==> src/rtl/adc_pattern_check_pkg.sv <==
// Shared encodings for the ADC test-pattern checker: the pattern modes and
// the checker FSM states.
package adc_pattern_check_pkg;

    typedef enum logic [1:0] {
        MODE_FIXED  = 2'd0,
        MODE_TOGGLE = 2'd1,
        MODE_RAMP   = 2'd2,
        MODE_RSVD   = 2'd3
    } mode_e;

    typedef enum logic [1:0] {
        ST_IDLE = 2'd0,
        ST_SEED = 2'd1,
        ST_RUN  = 2'd2,
        ST_DONE = 2'd3
    } state_e;

endpackage

==> src/rtl/adc_pattern_check_chan.sv <==
// One checker channel: registered ADC input, expected-word generator seeded
// from the first registered sample, comparator and saturating error counter.
module adc_pat_chan
    import adc_pattern_check_pkg::*;
#(
    parameter int width = 14,
    parameter int err_w = 16
) (
    input  logic             clk,
    input  logic             rst_n,
    input  logic [width-1:0] adc_i,
    input  logic             clr_i,
    input  logic             seed_i,
    input  logic             run_i,
    input  mode_e            mode_i,
    input  logic [width-1:0] pat_a_i,
    input  logic [width-1:0] pat_b_i,
    output logic [err_w-1:0] err_o
);

    logic [width-1:0] d_q;
    logic [width-1:0] exp_q;
    logic [width-1:0] exp_d;
    logic [err_w-1:0] err_q;
    logic [err_w-1:0] err_d;
    logic             miss;

    assign miss = run_i && (d_q != exp_q);

    // NOTE: each always_comb target is given a default first, so no path can infer a latch.
    always_comb begin
        exp_d = exp_q;
        if (seed_i) begin
            case (mode_i)
                MODE_TOGGLE: exp_d = (d_q == pat_a_i) ? pat_b_i :
                                     (d_q == pat_b_i) ? pat_a_i : pat_b_i;
                MODE_RAMP:   exp_d = d_q + width'(1);
                default:     exp_d = pat_a_i;
            endcase
        end else if (run_i) begin
            case (mode_i)
                MODE_TOGGLE: exp_d = (exp_q == pat_a_i) ? pat_b_i : pat_a_i;
                MODE_RAMP:   exp_d = exp_q + width'(1);
                default:     exp_d = exp_q;
            endcase
        end
    end

    always_comb begin
        err_d = err_q;
        if (clr_i) begin
            err_d = '0;
        end else if (miss && !(&err_q)) begin
            err_d = err_q + err_w'(1);
        end
    end

    // NOTE: the sample register is reset along with the rest, so a run started
    // straight out of reset never seeds from stale capture data.
    always_ff @(posedge clk or negedge rst_n) begin
        if (!rst_n) begin
            d_q   <= '0;
            exp_q <= '0;
            err_q <= '0;
        end else begin
            d_q   <= adc_i;
            exp_q <= exp_d;
            err_q <= err_d;
        end
    end

    assign err_o = err_q;

endmodule

==> src/rtl/adc_pattern_check.sv <==
// AD9258 test-pattern checker: counts per-channel mismatches of the captured
// words against a fixed, toggle or ramp sequence over a programmable window.
module adc_pattern_check
    import adc_pattern_check_pkg::*;
#(
    parameter int width  = 14,
    parameter int wlen_w = 16,
    parameter int err_w  = 16
) (
    input  logic              clk,
    input  logic              rst_n,
    input  logic [width-1:0]  adc0,
    input  logic [width-1:0]  adc1,
    input  logic              start,
    input  logic [1:0]        mode,
    input  logic [width-1:0]  pat_a,
    input  logic [width-1:0]  pat_b,
    input  logic [wlen_w-1:0] win_len,
    output logic              busy,
    output logic              done,
    output logic [err_w-1:0]  err0,
    output logic [err_w-1:0]  err1,
    output logic              pass
);

    state_e            state_q;
    mode_e             mode_q;
    logic [width-1:0]  pat_a_q;
    logic [width-1:0]  pat_b_q;
    logic [wlen_w-1:0] win_len_q;
    logic [wlen_w-1:0] win_cnt_q;
    logic              busy_q;
    logic              done_q;
    logic              start_ok;
    logic              seed;
    logic              run;

    assign start_ok = start && (state_q == ST_IDLE || state_q == ST_DONE);
    assign seed     = (state_q == ST_SEED);
    assign run      = (state_q == ST_RUN);

    // NOTE: state and its registered outputs change together on non-blocking
    // assignments, so busy and done can never be seen high at the same time.
    always_ff @(posedge clk or negedge rst_n) begin
        if (!rst_n) begin
            state_q   <= ST_IDLE;
            mode_q    <= MODE_FIXED;
            pat_a_q   <= '0;
            pat_b_q   <= '0;
            win_len_q <= '0;
            win_cnt_q <= '0;
            busy_q    <= 1'b0;
            done_q    <= 1'b0;
        end else begin
            case (state_q)
                ST_IDLE, ST_DONE: begin
                    if (start) begin
                        mode_q    <= mode_e'(mode);
                        pat_a_q   <= pat_a;
                        pat_b_q   <= pat_b;
                        win_len_q <= win_len;
                        busy_q    <= 1'b1;
                        done_q    <= 1'b0;
                        state_q   <= ST_SEED;
                    end
                end
                ST_SEED: begin
                    win_cnt_q <= win_len_q;
                    state_q   <= ST_RUN;
                end
                ST_RUN: begin
                    // A zero load wraps through all-ones first, giving 2^wlen_w compares.
                    win_cnt_q <= win_cnt_q - wlen_w'(1);
                    if (win_cnt_q == wlen_w'(1)) begin
                        busy_q  <= 1'b0;
                        done_q  <= 1'b1;
                        state_q <= ST_DONE;
                    end
                end
                default: state_q <= ST_IDLE;
            endcase
        end
    end

    adc_pat_chan #(.width(width), .err_w(err_w)) u_chan0 (
        .clk     (clk),
        .rst_n   (rst_n),
        .adc_i   (adc0),
        .clr_i   (start_ok),
        .seed_i  (seed),
        .run_i   (run),
        .mode_i  (mode_q),
        .pat_a_i (pat_a_q),
        .pat_b_i (pat_b_q),
        .err_o   (err0)
    );

    adc_pat_chan #(.width(width), .err_w(err_w)) u_chan1 (
        .clk     (clk),
        .rst_n   (rst_n),
        .adc_i   (adc1),
        .clr_i   (start_ok),
        .seed_i  (seed),
        .run_i   (run),
        .mode_i  (mode_q),
        .pat_a_i (pat_a_q),
        .pat_b_i (pat_b_q),
        .err_o   (err1)
    );

    assign busy = busy_q;
    assign done = done_q;
    assign pass = done_q && (err0 == '0) && (err1 == '0);

endmodule

==> config.mk <==
export PLATFORM = sky130hd
export DESIGN_NAME = adc_pattern_check
export DESIGN_NICKNAME = d
export VERILOG_FILES = /design/src/rtl/adc_pattern_check_pkg.sv /design/src/rtl/adc_pattern_check_chan.sv /design/src/rtl/adc_pattern_check.sv
export SDC_FILE = /design/constraint.sdc
export NUM_CORES = 1
export LEC_CHECK = 0
export BUFFER_PORTS_ARGS = -buffer_cell sky130_fd_sc_hd__buf_2
export CAP_MARGIN = 40
export CORE_AREA = 2 2 200 162
export DETAILED_ROUTE_END_ITERATION = 6
export DIE_AREA = 0 0 202 164
export GPL_TIMING_DRIVEN = 1
export PLACE_DENSITY = 0.56
export SETUP_SLACK_MARGIN = 0.1
export SYNTH_ARGS = -nofsm -noshare
export SYNTH_HDL_FRONTEND = slang
export SYNTH_SLANG_ARGS = --single-unit
==> constraint.sdc <==
create_clock -name clk -period 2.95 [get_ports clk]
set_clock_uncertainty 0.15 [all_clocks]
set_input_delay 0 -clock clk [delete_from_list [all_inputs] [get_ports clk]]
set_output_delay 0 -clock clk [all_outputs]
set_load 0.1 [all_outputs]
# Yosys cells after proc, flatten, opt, wreduce, memory -nomap -nowiden
# Cells that the tools add are included.
# word_totals
register_bits,154
word_cells,90
# classes
mux,28
add_sub_neg,7
n_reduce_logical,25
eq_ne,16
# ops
cell,count
two-way mux 14 bit,10
one-hot mux 14 bit (2 select lines),4
equality test 14 bit,6
two-way mux 16 bit,4
adder 14 x 1 -> 14 bit (second input constant),4
adder 16 x 1 -> 16 bit (second input constant),2
logical NOT 16 bit,2
one-hot mux 16 bit (2 select lines),1
AND reduction 16 bit,2
inequality test 14 bit,2
equality test 16 x 1 -> 1 bit (second input constant),1
subtractor 16 x 1 -> 16 bit (second input constant),1
nonzero test 2 bit,4
logical AND 1 bit,7
equality test 2 bit (second input constant),3
one-hot mux 2 bit (3 select lines),1
AND reduction 2 bit,3
equality test 2 x 1 -> 1 bit (second input constant),2
two-way mux 1 bit,4
two-way mux 2 bit,2
inequality test 2 bit (second input constant),2
one-hot mux 1 bit (2 select lines),2
AND reduction 3 bit,1
nonzero test 3 bit,1
4 further kinds,5

# Longest topological paths before layout
# Gate-level depths: netlist of run 1.
# depth
depth_word,5
mapped_depth,11
mapped_depth_nobuf,8

# Cells and area by module
# From an unflattened synthesis of run 1, not the netlist that was laid out.
# hier_totals
cells_unflattened,1176
area_unflattened_um2,10759.1
# by_module_without_submodules
module,cells_per_inst,area_each_um2,n_inst
adc_pat_chan,459,3833.7,2
adc_pattern_check,258,3091.7,1

# Worst setup path after synthesis of run 1
# Ideal clock, no wire load.
# synth_timing
kind,reg2out
from,"reg u_chan0.err_q[0], in the netlist u_chan0.err_o[0]"
to,out pass
path_stages_with_launch,6
slack_ps,-667
required_time_ps,2800
arrival_ps,3467
path_cell_list,dfrtp_1 > inv_1 > ha_1 > nor4b_1 > nand2_1 > nor3_1
# synth_via
elab_chain_len,3
# synth_rtl
item,line,rtl
from (decl),adc_pattern_check_chan.sv:24,logic [err_w-1:0] err_q;
from (signal assigned),adc_pattern_check_chan.sv:68,err_q <= err_d;
logical NOT 16 bit,adc_pattern_check.sv:113,assign pass = done_q && (err0 == '0) && (err1 == '0);
logical AND 1 bit (2 in a row),adc_pattern_check.sv:113,
to (decl),adc_pattern_check.sv:23,output logic pass
# No other way between the ends.

# Final worst setup path of run 1
# layout_timing
from,reg pat_a_q[8]
to,reg u_chan0.exp_q[4]
# layout_via
elab_chain_len,5
# layout_rtl
item,line,rtl
from (decl),adc_pattern_check.sv:28,logic [width-1:0] pat_a_q;
from (signal assigned),adc_pattern_check.sv:59,pat_a_q <= pat_a;
equality test 14 bit,adc_pattern_check_chan.sv:42,MODE_TOGGLE: exp_d = (exp_q == pat_a_i) ? pat_b_i : pat_a_i;
two-way mux 14 bit,adc_pattern_check_chan.sv:42,
one-hot mux 14 bit (2 select lines),adc_pattern_check_chan.sv:41,case (mode_i)
two-way mux 14 bit,adc_pattern_check_chan.sv:40,end else if (run_i) begin
two-way mux 14 bit (*),adc_pattern_check_chan.sv:33,if (seed_i) begin
to (signal assigned),adc_pattern_check_chan.sv:67,exp_q <= exp_d;
to (decl),adc_pattern_check_chan.sv:22,logic [width-1:0] exp_q;
# Every way passes the cells marked *; elsewhere a longest branch is shown, timed or not. The select of a mux whose other input is x is not followed.
# A chain may end at the register's enable or synchronous reset.

==> results.toml, run 1 <==
[die]
ioPinCount = 112
fp.dieArea_um2 = 33100
core_um2 = 31100
initial_core_util = 0.346
die_w_um = 202
rows = 58
fp.dieH_um = 164

[setup_path]
worstPathArrival_ns = 2.94
critical_path.max_stage_delay_ns = 0.77
worstPathCellList = "xor2_1 -> nor4_1 -> nand4_1 -> a21boi_1 -> a221oi_1 -> a311oi_1"
critPathLaunchType = "flip-flop"
worstPathMaxFanout = 10
critPathCaptureType = "flip-flop"
worst_ep_required_time_ns = 3.10
critPathSlowestCell = "dfrtp_1"
critical_path_class = "flip-flop to flip-flop"

[clock_network]
cts_buffers = 17
tritoncts = "yes"
cts_sinks = 154
htreeDepth = 4
cts.path.max_buffers = 2
clock-root-buffer = "clkbuf_16"
cts.clk_slew.worst_paths_ns = 0.07
clk_latency_ns = 0.44

[logic_synthesis]
synth_edf_count = 0
synth_nets = 1389
ys_ff_latch = 154
ys_seq_area_frac = 0.357
synth_cell_types = 72
synth_cells = 1297
yosys_warnings = 0
syn_area_um2 = 10800
syn_avg_cell_area_um2 = 8.31
ys_async_sr_fraction = 1.00
synth_ff_type = "dfrtp_1"

[routing]
drtIter0Drc = 1202
drtAntennaViolNets = 0
first_pass_iters = 7
vias = 10800
routedWlPerCell_um = 21.9
wirelength_um = 41300
vias_per_cell = 5.72
drc = 1

[placed_design]
gp_congestion = 1.01
portBuffers = 111
dpl-instance-area_um2 = 11900
pre_cts_ws_ns = 0.191
hpwl_um = 29700

[global_route]
grtUsageTotal = 0.250
grt_max_degree = 85
antenna_found_initial = 0
grt_pass1_wl_um = 62700
grt_pass1_vias = 10200
gr-total-overflow = 0

[pwr]
internal-power_w = 0.00370
ir_drop_uv = 459
swShare = 0.336
powerDensity_nw_per_um2 = 420
switching_power_w = 0.00187
clkPwrFrac = 0.399
p_leak_nw = 5.65
p_comb_frac = 0.179
seqPwrFrac = 0.422

[finish]
design_area_um2 = 13300
syn_to_final_growth_pct = 23.0
final_layout_size_suffix_gt1_frac = 0.176
final_nets = 1545
diodes = 0

[sta]
hold_viol_final = 0
layout_setup_ws_ns = 0.160
rsz0062_at_grt = "false"
timing.fmax_ghz = 0.358
period_minus_slack_ns = 2.79
min_period_over_period = 0.946
setup_viol = 0
maxSlewHeadroom = 0.440
worst_pin_slew_ns = 0.837
fin_tns_setup_ns = 0
finalMaxSlewViolations = 0

[run]
cap_violations = 0

[outcome]
violations = "design-rule violations"
run_status = "complete, but fails checks"

[worst_hold_path]
hp-class = "input port to flip-flop"
-- cell usage in the layout, fill, tap and decap left out, types with 15 or more instances in the layout --
cell | synthesis | layout
clkbuf_16 | 0 | 17
a21oi_1 | 84 | 83
dfrtp_1 | 154 | 150
xor2_1 | 92 | 92
dlygate4sd3_1 | 0 | 77
o31ai_1 | 21 | 21
nand3_1 | 46 | 46
xnor2_1 | 58 | 58
nor3_1 | 27 | 26
mux2i_1 | 23 | 23
buf_2 | 45 | 110
nor4_1 | 31 | 30
nor2_1 | 68 | 68
ha_1 | 15 | 15
nand2_1 | 199 | 199
or4_1 | 18 | 18
nand4_1 | 43 | 43
buf_4 | 6 | 74
inv_1 | 34 | 34
o21ai_0 | 72 | 72
-- logic make-up after synthesis --
| family | synth area share |
|---|---|
| mux | 0.0339 |
| fa+ha+maj | 0.0174 |
| compound gates | 0.166 |
| flops | 0.357 |
| buf+inv | 0.0694 |
| simple gates | 0.228 |
| xor+xnor | 0.128 |
-- sequential cells by signal, summed over array words and instances (netlist names), 16 cells and up --
register       flops
u_chan0.err_o     16
u_chan1.err_o     16
win_cnt_q         16
win_len_q         16
-- cell type report --
class	count	area, um2
Clock buffer	21	460
Timing Repair Buffer	266	1980
Clock inverter	10	108
Fill cell	3107	17900
Inverter	35	131
Multi-Input combinational cell	979	6200
Tap cell	420	526
Sequential cell	154	3860
-- critical path: cells and delay by family, from the launching register on --
kind                      cells  cell delay [ns]
DFF                           1             0.77
xor gates and xnor gates      1             0.15
and+or+nand+nor               2             0.60
AOI/OAI and AO/OA             3             0.98
-- synth_stat cells, types with 5 or more instances --
| master | instances | share of area |
|---|---|---|
| a31oi_1 | 11 | 0.0064 |
| buf_1 | 9 | 0.0031 |
| dfrtp_1 | 154 | 0.36 |
| buf_4 | 6 | 0.0042 |
| buf_2 | 45 | 0.021 |
| or4_1 | 18 | 0.013 |
| and4_1 | 13 | 0.011 |
| or3_1 | 9 | 0.0052 |
| a21oi_1 | 84 | 0.039 |
| nor4_1 | 31 | 0.018 |
| nand4_1 | 43 | 0.025 |
| a221oi_1 | 10 | 0.0081 |
| o22a_1 | 5 | 0.0041 |
| o31ai_1 | 21 | 0.015 |
| clkbuf_1 | 61 | 0.021 |
| o211ai_1 | 8 | 0.0056 |
| mux2i_1 | 23 | 0.021 |
| o21ai_0 | 72 | 0.033 |
| a211oi_1 | 12 | 0.0084 |
| ha_1 | 15 | 0.017 |
| a311oi_1 | 5 | 0.0041 |
| nor2_1 | 68 | 0.024 |
| nand2b_1 | 6 | 0.0035 |
| nor3_1 | 27 | 0.013 |
| inv_1 | 34 | 0.012 |
| xor2_1 | 92 | 0.075 |
| xnor2_1 | 58 | 0.047 |
| o21a_1 | 6 | 0.0042 |
| nand3_1 | 46 | 0.021 |
| buf_6 | 7 | 0.0073 |
| and3_1 | 13 | 0.0075 |
| nand2_1 | 199 | 0.069 |
| mux2_2 | 12 | 0.013 |
-- power groups by stage --
stage          Combinational [W]  Sequential, W  Clock, W
4_1_cts                 0.000993        0.00234   0.00226
3_5_place_dp            0.000905        0.00238         0
6_report                0.000998        0.00235   0.00222
5_1_grt                  0.00105        0.00236   0.00234
3_3_place_gp            0.000901        0.00238         0
2_1_floorplan           0.000231        0.00276         0
-- worst paths after layout --
| kind | from | endpoint | slack (ns) | cells after the start |
|---|---|---|---|---|
| min | adc1[0] | u_chan1.d_q[0] | 0.04 | 2 |
| max in group asynchronous | rst_n | win_len_q[9] | 1.68 | 4 |
| max reg2reg | pat_a_q[8] | u_chan0.exp_q[4] | 0.16 | 6 |
| max | pat_a_q[8] | u_chan0.exp_q[4] | 0.16 | 6 |
| min in group asynchronous | rst_n | u_chan0.exp_q[9] | 0.36 | 3 |
| min reg2reg | win_len_q[7] | win_len_q[7] | 0.33 | 2 |
-- routing by layer --
metal,track usage,part of all wire,up-vias
li1,-,-,4910
met1,0.356,0.45,5171
met2,0.350,0.41,618
met3,0.0847,0.11,86
met4,0.0849,0.027,0
met5,0,0,-
-- timing repair --
action	in CTS	in global routing
hold endpoints to repair	232	0
setup endpoints to repair	0	9
gates resized for setup	0	6
buffers inserted	0	0
hold buffers	78	0
-- metrics by stage --
stage,utilization,hold WS [ns],total power (W),std cells
2_1_floorplan,-,-0.446,0.00299,1297
3_3_place_gp,0.381,-0.124,0.00328,1776
3_5_place_dp,0.381,-0.124,0.00328,1776
4_1_cts,0.425,0.0190,0.00560,1885
5_1_grt,0.426,0.0364,0.00576,1885
6_report,0.426,0.0405,0.00557,1885
(Power assumes the default switching activity.)
==> inputs of run 2 (changes only) <==
Settings changed: CORE_AREA 2 2 200 162 to 2 2 160 131, DIE_AREA 0 0 202 164 to 0 0 162 133, PLACE_DENSITY 0.56 to 0.78.
Clock period 2.95 ns to 3 ns, I/O delays scaled along.
==> results.toml, run 2 (same netlist as run 1, synthesis figures left out) <==
[sta]
min_period_over_period = 0.941
maxSlewHeadroom = 0.342
rsz0062_at_grt = "true"
hold_viol_final = 0
worst_pin_slew_ns = 0.981
hold_ws_ns = 0.0497
setup_viol = 0
fin_tns_setup_ns = 0
finalMaxSlewViolations = 0
timing.fmax_ghz = 0.354
period_minus_slack_ns = 2.82

[global_route]
antenna_found_initial = 2
grt_pass1_vias = 10600
grtUsageTotal = 0.371
grt_max_degree = 74
grt_pass1_wl_um = 61100
gr-total-overflow = 0

[setup_path]
worstPathMaxFanout = 7
critical_path_class = "flip-flop to flip-flop"
cpLargestDelayFamily = "compound AO/OA/AOI/OAI gates"
r2r_end = "u_chan0.exp_q[3]"
critical_path.max_stage_delay_ns = 0.56
critPathLaunchType = "flip-flop"
critPathCaptureType = "flip-flop"
critPathSlowestCell = "a211oi_1"
r2r_start = "state_q[1]"
worstPathArrival_ns = 2.96
ff2ff_path_depth = 8
worstPathCellList = "inv_1 -> ha_1 -> buf_4 -> nor2_1 -> a21oi_2 -> nand2_1 -> a211oi_1 -> nor3_1"
path_buf_inv = 2
r2r_setup_slack_ns = 0.18
worst_ep_required_time_ns = 3.13

[worst_hold_path]
hold_depth = 2
hp-class = "input port to flip-flop"
hold_path.startpoint = "adc1[11]"
holdPathEnd = "u_chan1.d_q[11]"

[placed_design]
portBuffers = 111
hpwl_um = 26900
gp_congestion = 1.10

[outcome]
run_status = "completed"

[pwr]
p_comb_frac = 0.178
seqPwrFrac = 0.417
p_leak_nw = 5.62
clkPwrFrac = 0.405
switching_power_w = 0.00186
ir_drop_uv = 382
internal-power_w = 0.00364
swShare = 0.338
powerDensity_nw_per_um2 = 422

[routing]
routedWlPerCell_um = 23.0
drtIter0Drc = 1550
drtAntennaViolNets = 0
first_pass_iters = 7
wirelength_um = 39700
vias_per_cell = 6.42
vias = 11100
drc = 0

[finish]
final_layout_size_suffix_gt1_frac = 0.172
final_nets = 1535
final_cell_mix = "199 x nand2_1, 150 x dfrtp_1, 110 x buf_2, 92 x xor2_1, 83 x a21oi_1"
fill_cells = 1655
syn_to_final_growth_pct = 20.6
final_common_cell = "nand2_1"

[clock_network]
clock-root-buffer = "clkbuf_16"
cts.path.max_buffers = 2
htreeDepth = 4
clk_latency_ns = 0.44
cts_sinks = 154
cts.clk_slew.worst_paths_ns = 0.07
post_cts_buffers = 0
cts_buffers = 17
tritoncts = "yes"

[run]
cap_violations = 0

[die]
fp.dieH_um = 133
initial_core_util = 0.536
core_um2 = 20100
die_w_um = 162
fp.dieArea_um2 = 21500
rows = 47
ioPinCount = 112
## run 2: power groups by stage
stage               Sequential (W)  Combinational [W]  Clock (W)
finish                     0.00229           0.000977    0.00223
global route               0.00230            0.00102    0.00233
CTS                        0.00228           0.000963    0.00223
detailed placement         0.00232           0.000879          0
global placement           0.00232           0.000862          0
floorplan                  0.00272           0.000227          0
## run 2: worst max path at each step
| stage | slack (ns) | endpoint | depth (start not counted) | start |
|---|---|---|---|---|
| final | 0.18 | u_chan0.exp_q[3] | 8 | state_q[1] |
| after global routing | 0.07 | u_chan1.exp_q[7] | 6 | u_chan1.d_q[7] |
| after CTS | 0.23 | u_chan1.exp_q[7] | 6 | u_chan1.d_q[7] |
| after detailed placement | 0.25 | u_chan1.exp_q[7] | 6 | u_chan1.d_q[7] |
| after global placement | 0.26 | u_chan1.exp_q[2] | 7 | u_chan1.d_q[10] |
| after floorplan | 0.20 | u_chan0.err_o[1] | 7 | u_chan0.err_o[5] |
## run 2: stage by stage
stage          setup slack [ns]  power, W  cell area (um2)  cells   util
3_3_place_gp              0.258   0.00319            11600   1615  0.577
4_1_cts                   0.227   0.00548            13000   1725  0.646
2_1_floorplan             0.205   0.00294            10800   1297      -
3_5_place_dp              0.254   0.00320            11600   1615  0.577
6_report                  0.176   0.00549            13000   1727  0.647
5_1_grt                  0.0681   0.00565            13000   1727  0.647
## run 2: final cells by class
cell class,instances,area (um2),area share
multi-input combinational,979,6190,0.476
sequential,154,3860,0.297
timing repair buffer,256,1890,0.145
clock buffer,19,443,0.0341
tap,269,337,0.0259
clock inverter,13,149,0.0115
inverter,35,131,0.0101
antenna,2,5.00,0.000385
## run 2: what timing repair did
action | CTS | global route
endpoints found under the setup margin | 0 | 8
resized for setup | 0 | 6
endpoints found under the hold margin | 232 | 0
hold buffers | 78 | 0
## run 2: metal layers
metal	GRT usage	vias up	routed length [um]
li1	-	4889	-
met1	0.535	5240	16300
met2	0.515	826	16400
met3	0.127	131	5700
met4	0.131	0	1310
met5	0	-	0
## run 2: worst reg2reg max path: cells and delay by family (launching register included)
family,cells,cell delay (ns)
AO/OA/AOI/OAI,2,0.88
adder cells (fa/ha/maj),1,0.42
buffers and inverters,2,0.34
flip-flops,1,0.38
AND/OR/NAND/NOR,3,0.51
